### src/rtl/pipe_stall_ctrl.sv
// Pipeline sequencer: arbitrates stall requests into the 6-bit stall vector, issues exception
// flushes with a redirect PC, masks stale ID/EX requests after a flush and breaks hung bus stalls.
module pipe_stall_ctrl #(
  parameter int unsigned TIMEOUT_CYCLES = 256,
  parameter int unsigned FLUSH_MASK     = 1,
  parameter logic [31:0] EXC_BASE       = 32'h0000_0020
) (
  input  logic        clk,
  input  logic        rst,
  input  logic        stallreq_if,
  input  logic        stallreq_id,
  input  logic        stallreq_ex,
  input  logic        stallreq_mem,
  input  logic [31:0] excepttype_i,
  input  logic [31:0] cp0_epc_i,
  output logic [5:0]  stall,
  output logic        flush,
  output logic [31:0] new_pc,
  output logic        buserr_o,
  output logic [31:0] stall_cnt_o
);

  typedef enum logic [1:0] {StRun, StStall, StFlush, StBuserr} state_e;

  state_e      state_q, state_d;
  logic [31:0] wdog_q, wdog_d;
  logic [31:0] mask_cnt_q, mask_cnt_d;
  logic [31:0] stall_cnt_q, stall_cnt_d;

  logic       req_id, req_ex;
  logic       bus_win, raw_any;
  logic [5:0] stall_vec;

  // Request arbitration; ID/EX requests are stale while the post-flush mask is active.
  always_comb begin
    req_id    = stallreq_id & (state_q != StFlush);
    req_ex    = stallreq_ex & (state_q != StFlush);
    raw_any   = stallreq_if | stallreq_id | stallreq_ex | stallreq_mem;
    bus_win   = 1'b0;
    stall_vec = 6'b000000;
    if (stallreq_mem) begin
      stall_vec = 6'b011111;
      bus_win   = 1'b1;
    end else if (req_ex) begin
      stall_vec = 6'b001111;
    end else if (req_id) begin
      stall_vec = 6'b000111;
    end else if (stallreq_if) begin
      stall_vec = 6'b000111;
      bus_win   = 1'b1;
    end
  end

  always_comb begin
    state_d    = state_q;
    wdog_d     = wdog_q;
    mask_cnt_d = mask_cnt_q;
    stall      = 6'b000000;
    flush      = 1'b0;
    new_pc     = 32'h0;
    buserr_o   = 1'b0;

    if (state_q == StBuserr) begin
      // Bus-error cycle ignores everything, including a coincident exception.
      buserr_o = 1'b1;
      wdog_d   = 32'h0;
      state_d  = StRun;
    end else if (excepttype_i != 32'h0) begin
      flush      = 1'b1;
      wdog_d     = 32'h0;
      mask_cnt_d = 32'(FLUSH_MASK);
      state_d    = StFlush;
      case (excepttype_i)
        32'h0000_0001: new_pc = EXC_BASE;
        32'h0000_000e: new_pc = cp0_epc_i;
        default:       new_pc = EXC_BASE + 32'h20;
      endcase
    end else if (state_q == StFlush) begin
      stall  = stall_vec;
      wdog_d = 32'h0;
      if (mask_cnt_q != 32'h0) begin
        mask_cnt_d = mask_cnt_q - 32'h1;
      end
      if (mask_cnt_q <= 32'h1) begin
        state_d = raw_any ? StStall : StRun;
      end
    end else begin
      stall  = stall_vec;
      wdog_d = bus_win ? wdog_q + 32'h1 : 32'h0;
      if (bus_win && (wdog_q == 32'(TIMEOUT_CYCLES - 1))) begin
        state_d = StBuserr;
      end else begin
        state_d = (stall_vec != 6'b000000) ? StStall : StRun;
      end
    end

    if (rst) begin
      stall    = 6'b000000;
      flush    = 1'b0;
      new_pc   = 32'h0;
      buserr_o = 1'b0;
    end
  end

  always_comb begin
    stall_cnt_d = stall_cnt_q;
    if (stall != 6'b000000) begin
      stall_cnt_d = stall_cnt_q + 32'h1;
    end
  end

  assign stall_cnt_o = stall_cnt_q;

  always_ff @(posedge clk) begin
    if (rst) begin
      state_q     <= StRun;
      wdog_q      <= 32'h0;
      mask_cnt_q  <= 32'h0;
      stall_cnt_q <= 32'h0;
    end else begin
      state_q     <= state_d;
      wdog_q      <= wdog_d;
      mask_cnt_q  <= mask_cnt_d;
      stall_cnt_q <= stall_cnt_d;
    end
  end

endmodule
### config.mk
export PLATFORM = sky130hd
export DESIGN_NAME = pipe_stall_ctrl
export DESIGN_NICKNAME = d
export VERILOG_FILES = /design/src/rtl/pipe_stall_ctrl.sv
export SDC_FILE = /design/constraint.sdc
export NUM_CORES = 1
export LEC_CHECK = 0
export CAP_MARGIN = 10
export CORE_UTILIZATION = 53
export CTS_CLUSTER_SIZE = 14
export DETAILED_ROUTE_END_ITERATION = 7
export PLACE_DENSITY = 0.86
export SYNTH_ARGS = -nofsm -noshare
export SYNTH_HDL_FRONTEND = slang
export SYNTH_SLANG_ARGS = --single-unit
### constraint.sdc
create_clock -name clk -period 6.5 [get_ports clk]
set_clock_uncertainty 0.2 [all_clocks]
set_input_delay 1.3 -clock clk [delete_from_list [all_inputs] [get_ports clk]]
set_output_delay 1.3 -clock clk [all_outputs]
set_load 0.02 [all_outputs]
==> flow_summary.yaml <==
sta:
  grt_setup_unrepaired: "false"
  hold_viol_final: 0
  fin_tns_setup_ps: 0
  tightest_slew_ps: 1040
  finalSetupViolCount: 0
  highest_attainable_clock_frequency_mhz: 173
  postLayoutSetupSlackWorst_ps: 726
  maxSlewHeadroom: 0.304
  slew_violations: 0
  layout_min_cycle_time_ps: 5770
  post-route-period-util: 0.888
place:
  io_buffers: 140
  placed_cell_area_um2: 6740
  dp_hpwl_um: 10500
  pre_cts_slack_ps: 799
  routabilityCongestion: 0.844
grt:
  gr-max-usage-layer: "met2"
  grt_start_max_net_pins: 40
  groute.layer.met3.usage: 0.0534
  antenna_violations_before_repair: 0
  grt_pass1_wl_um: 22800
  grt_pass1_vias: 4801
  globalRouteMet2Util: 0.436
  grt_remaining_overflow: 0
  met1_track_usage_gr: 0.374
  global_route.usage.total: 0.273
cells_and_area:
  drive_gt1_frac: 0.0640
  design.final.nets: 835
  postLayoutCoreUtil: 0.710
  n_antenna_cell: 0
  postLayoutCellArea_um2: 6940
  final_cell_mix: "sky130_fd_sc_hd__clkdlybuf4s50_1, sky130_fd_sc_hd__dfxtp_1, sky130_fd_sc_hd__nor2_1"
  area.growth.synth_to_final_pct: 30.1
  layout.cells.most_common: "sky130_fd_sc_hd__clkdlybuf4s50_1"
power_and_ir_drop:
  tot_pwr_mw: 1.08
  power_leakage_nw: 2.26
  power.switching_fraction: 0.229
  pwr_density_cell_nw_per_um2: 156
  p_int_uw: 837
  power_frac_comb: 0.071
  sequentialPowerShare: 0.554
  net-switching-power_uw: 248
  share_clk_of_total_power: 0.375
  vdd_drop_max_mv: 0.133
worst_setup_path:
  crit_top_cell: "sky130_fd_sc_hd__clkdlybuf4s50_1"
  worst_setup_path_start_kind: "primary input"
  critical_path_class: "primary input to output port"
  critical_path.cell_chain: "clkdlybuf4s50_1 > nor4_1 > and3_1 > nand2_1 > nor3_2 > buf_4 > and2_1 > clkdlybuf4s50_1"
  worst-path-max-fanout: 30
  reg2reg_setup_slack_ps: 3170
  timing.critical_path.slowest_stage_cell: "sky130_fd_sc_hd__clkdlybuf4s50_1"
  critPathMaxStageDelay_ps: 630
  crit_arrival_ps: 4270
  critPathCaptureType: "output port"
  critPathRequiredTime_ps: 5000
  worstRegToRegCells: 6
floorplan:
  coreArea_um2: 9770
  initial_utilization: 0.546
  design.die.area_um2: 10500
  floorplan.io_pins: 142
  num_rows: 36
  die_x_um: 102
  dieHeight_um: 102
clock_tree:
  root_driver: "sky130_fd_sc_hd__clkbuf_8"
  tritoncts.num_buffers: 9
  cts.sink_count: 98
  cts.path.max_buffers: 2
  clk_transition_reported_paths_ps: 90
  cts_tree: "built"
  worst_skew_pair.late_latency_ps: 370
  cts_setup_buffers: 0
  cts_max_level: 3
  post_cts.resized_instances: 0
  ctsHoldBuffers: 0
hold_path:
  whs_path_depth: 1
  hold_path.class: "flop to flop"
route:
  vias_per_cell: 5.88
  drt_wl_total_um: 14100
  route.antenna.remaining_nets: 0
  detail_route.drc_violations: 0
  dr.pass1.iters: 4
  num_vias: 5289
  drtIter0Drc: 285
  drt-wirelength-per-cell_um: 15.7
yosys:
  synth_area_per_cell_um2: 8.24
  synth_cell_types: 51
  syn_area_um2: 5330
  yosys_reg_bits: 98
  syn_nets: 721
  yosysWarnings: 0
  synth_sequential_area_ratio: 0.368
  syn_inst: 647
outcome:
  run_status: "completed"
run:
  maxCapViolations: 0
## flip-flops by register name, summed over array words and instances (netlist names)
register / flops
mask_cnt_q: 32
stall_cnt_o: 32
wdog_q: 32
state_q: 2
## critical path, delay by kind of cell
kind          cells  cell delay, ps
buf+inv           3            1340
simple gates      5            1630
## layout make-up
type / instances / area [um2]
multi-input cells: 489 / 3110
fillers: 771 / 2840
flip-flops and latches: 98 / 1960
repair buffers: 145 / 1430
well taps: 133 / 166
clock buffers: 10 / 138
inverters: 18 / 67.6
clock inverters: 6 / 65.1
## synthesized netlist by cell type, drive strengths merged
| cell | number | area [um2] |
|---|---|---|
| clkbuf | 28 | 105 |
| nand2 | 26 | 97.6 |
| a211o | 1 | 8.76 |
| inv | 18 | 67.6 |
| a311oi | 1 | 15.0 |
| nor3b | 2 | 15.0 |
| a31oi | 1 | 6.26 |
| nand3 | 22 | 110 |
| or4b | 1 | 10.0 |
| xor2 | 10 | 87.6 |
| o41ai | 3 | 45.1 |
| and2 | 31 | 194 |
| mux2 | 10 | 113 |
| and4 | 7 | 61.3 |
| nand2b | 4 | 25.0 |
| xnor2 | 22 | 193 |
| nand4 | 17 | 106 |
| conb | 1 | 3.75 |
| dfxtp | 98 | 1960 |
| a22oi | 1 | 7.51 |
| o2111ai | 1 | 8.76 |
| or2 | 6 | 37.5 |
| nor2 | 62 | 233 |
| or3b | 3 | 26.3 |
| and3 | 7 | 43.8 |
| nor3 | 17 | 90.1 |
| a211oi | 3 | 22.5 |
| buf | 14 | 97.6 |
| a2111oi | 3 | 26.3 |
| o21bai | 2 | 15.0 |
| o21ai | 13 | 65.1 |
| nand4bb | 1 | 11.3 |
| nor2b | 12 | 75.1 |
| or3 | 26 | 163 |
| or4 | 45 | 349 |
| nor4b | 1 | 8.76 |
| a21oi | 48 | 240 |
| mux2i | 4 | 40.0 |
| ha | 4 | 50.1 |
| nand4b | 2 | 17.5 |
| nand3b | 3 | 22.5 |
| a41o | 1 | 10.0 |
| nor4 | 33 | 206 |
| o31ai | 32 | 240 |
## kinds of logic after synthesis
family          Yosys count  share of synthesized area
simple gates            328                      0.357
compound gates          110                      0.133
flops                    98                      0.368
buf+inv                  60                     0.0507
xor+xnor                 32                     0.0526
mux                      14                     0.0286
fa+ha+maj                 4                    0.00939
other cells               1                   0.000703
## power by group through the flow
stage	sequential, mW	combinational [mW]	clock [mW]
final	0.601	0.0767	0.407
after global routing	0.602	0.0824	0.439
after CTS	0.601	0.0761	0.414
after detailed placement	0.615	0.0754	0
after global placement	0.615	0.0745	0
after floorplan	0.615	0.0276	0
## final timing paths
check / endpoint / from
worst min register to register: wdog_q[0] / wdog_q[0]
worst min-delay path: wdog_q[0] / wdog_q[0]
worst max-delay path: new_pc[18] / excepttype_i[18]
worst max register to register: mask_cnt_q[17] / mask_cnt_q[23]
## metrics by stage
| stage | hold slack, ps | cells |
|---|---|---|
| after floorplan | 230 | 647 |
| after global placement | 241 | 883 |
| after detailed placement | 265 | 883 |
| after CTS | 287 | 899 |
| after global routing | 304 | 899 |
| final | 284 | 899 |
## routing by layer
metal	vias up	routed length (um)
met1	2518	6460
met4	0	212
li1	2620	-
met5	-	0
met2	133	6860
met3	18	616
Note: power is estimated with default switching activity, not from simulation.
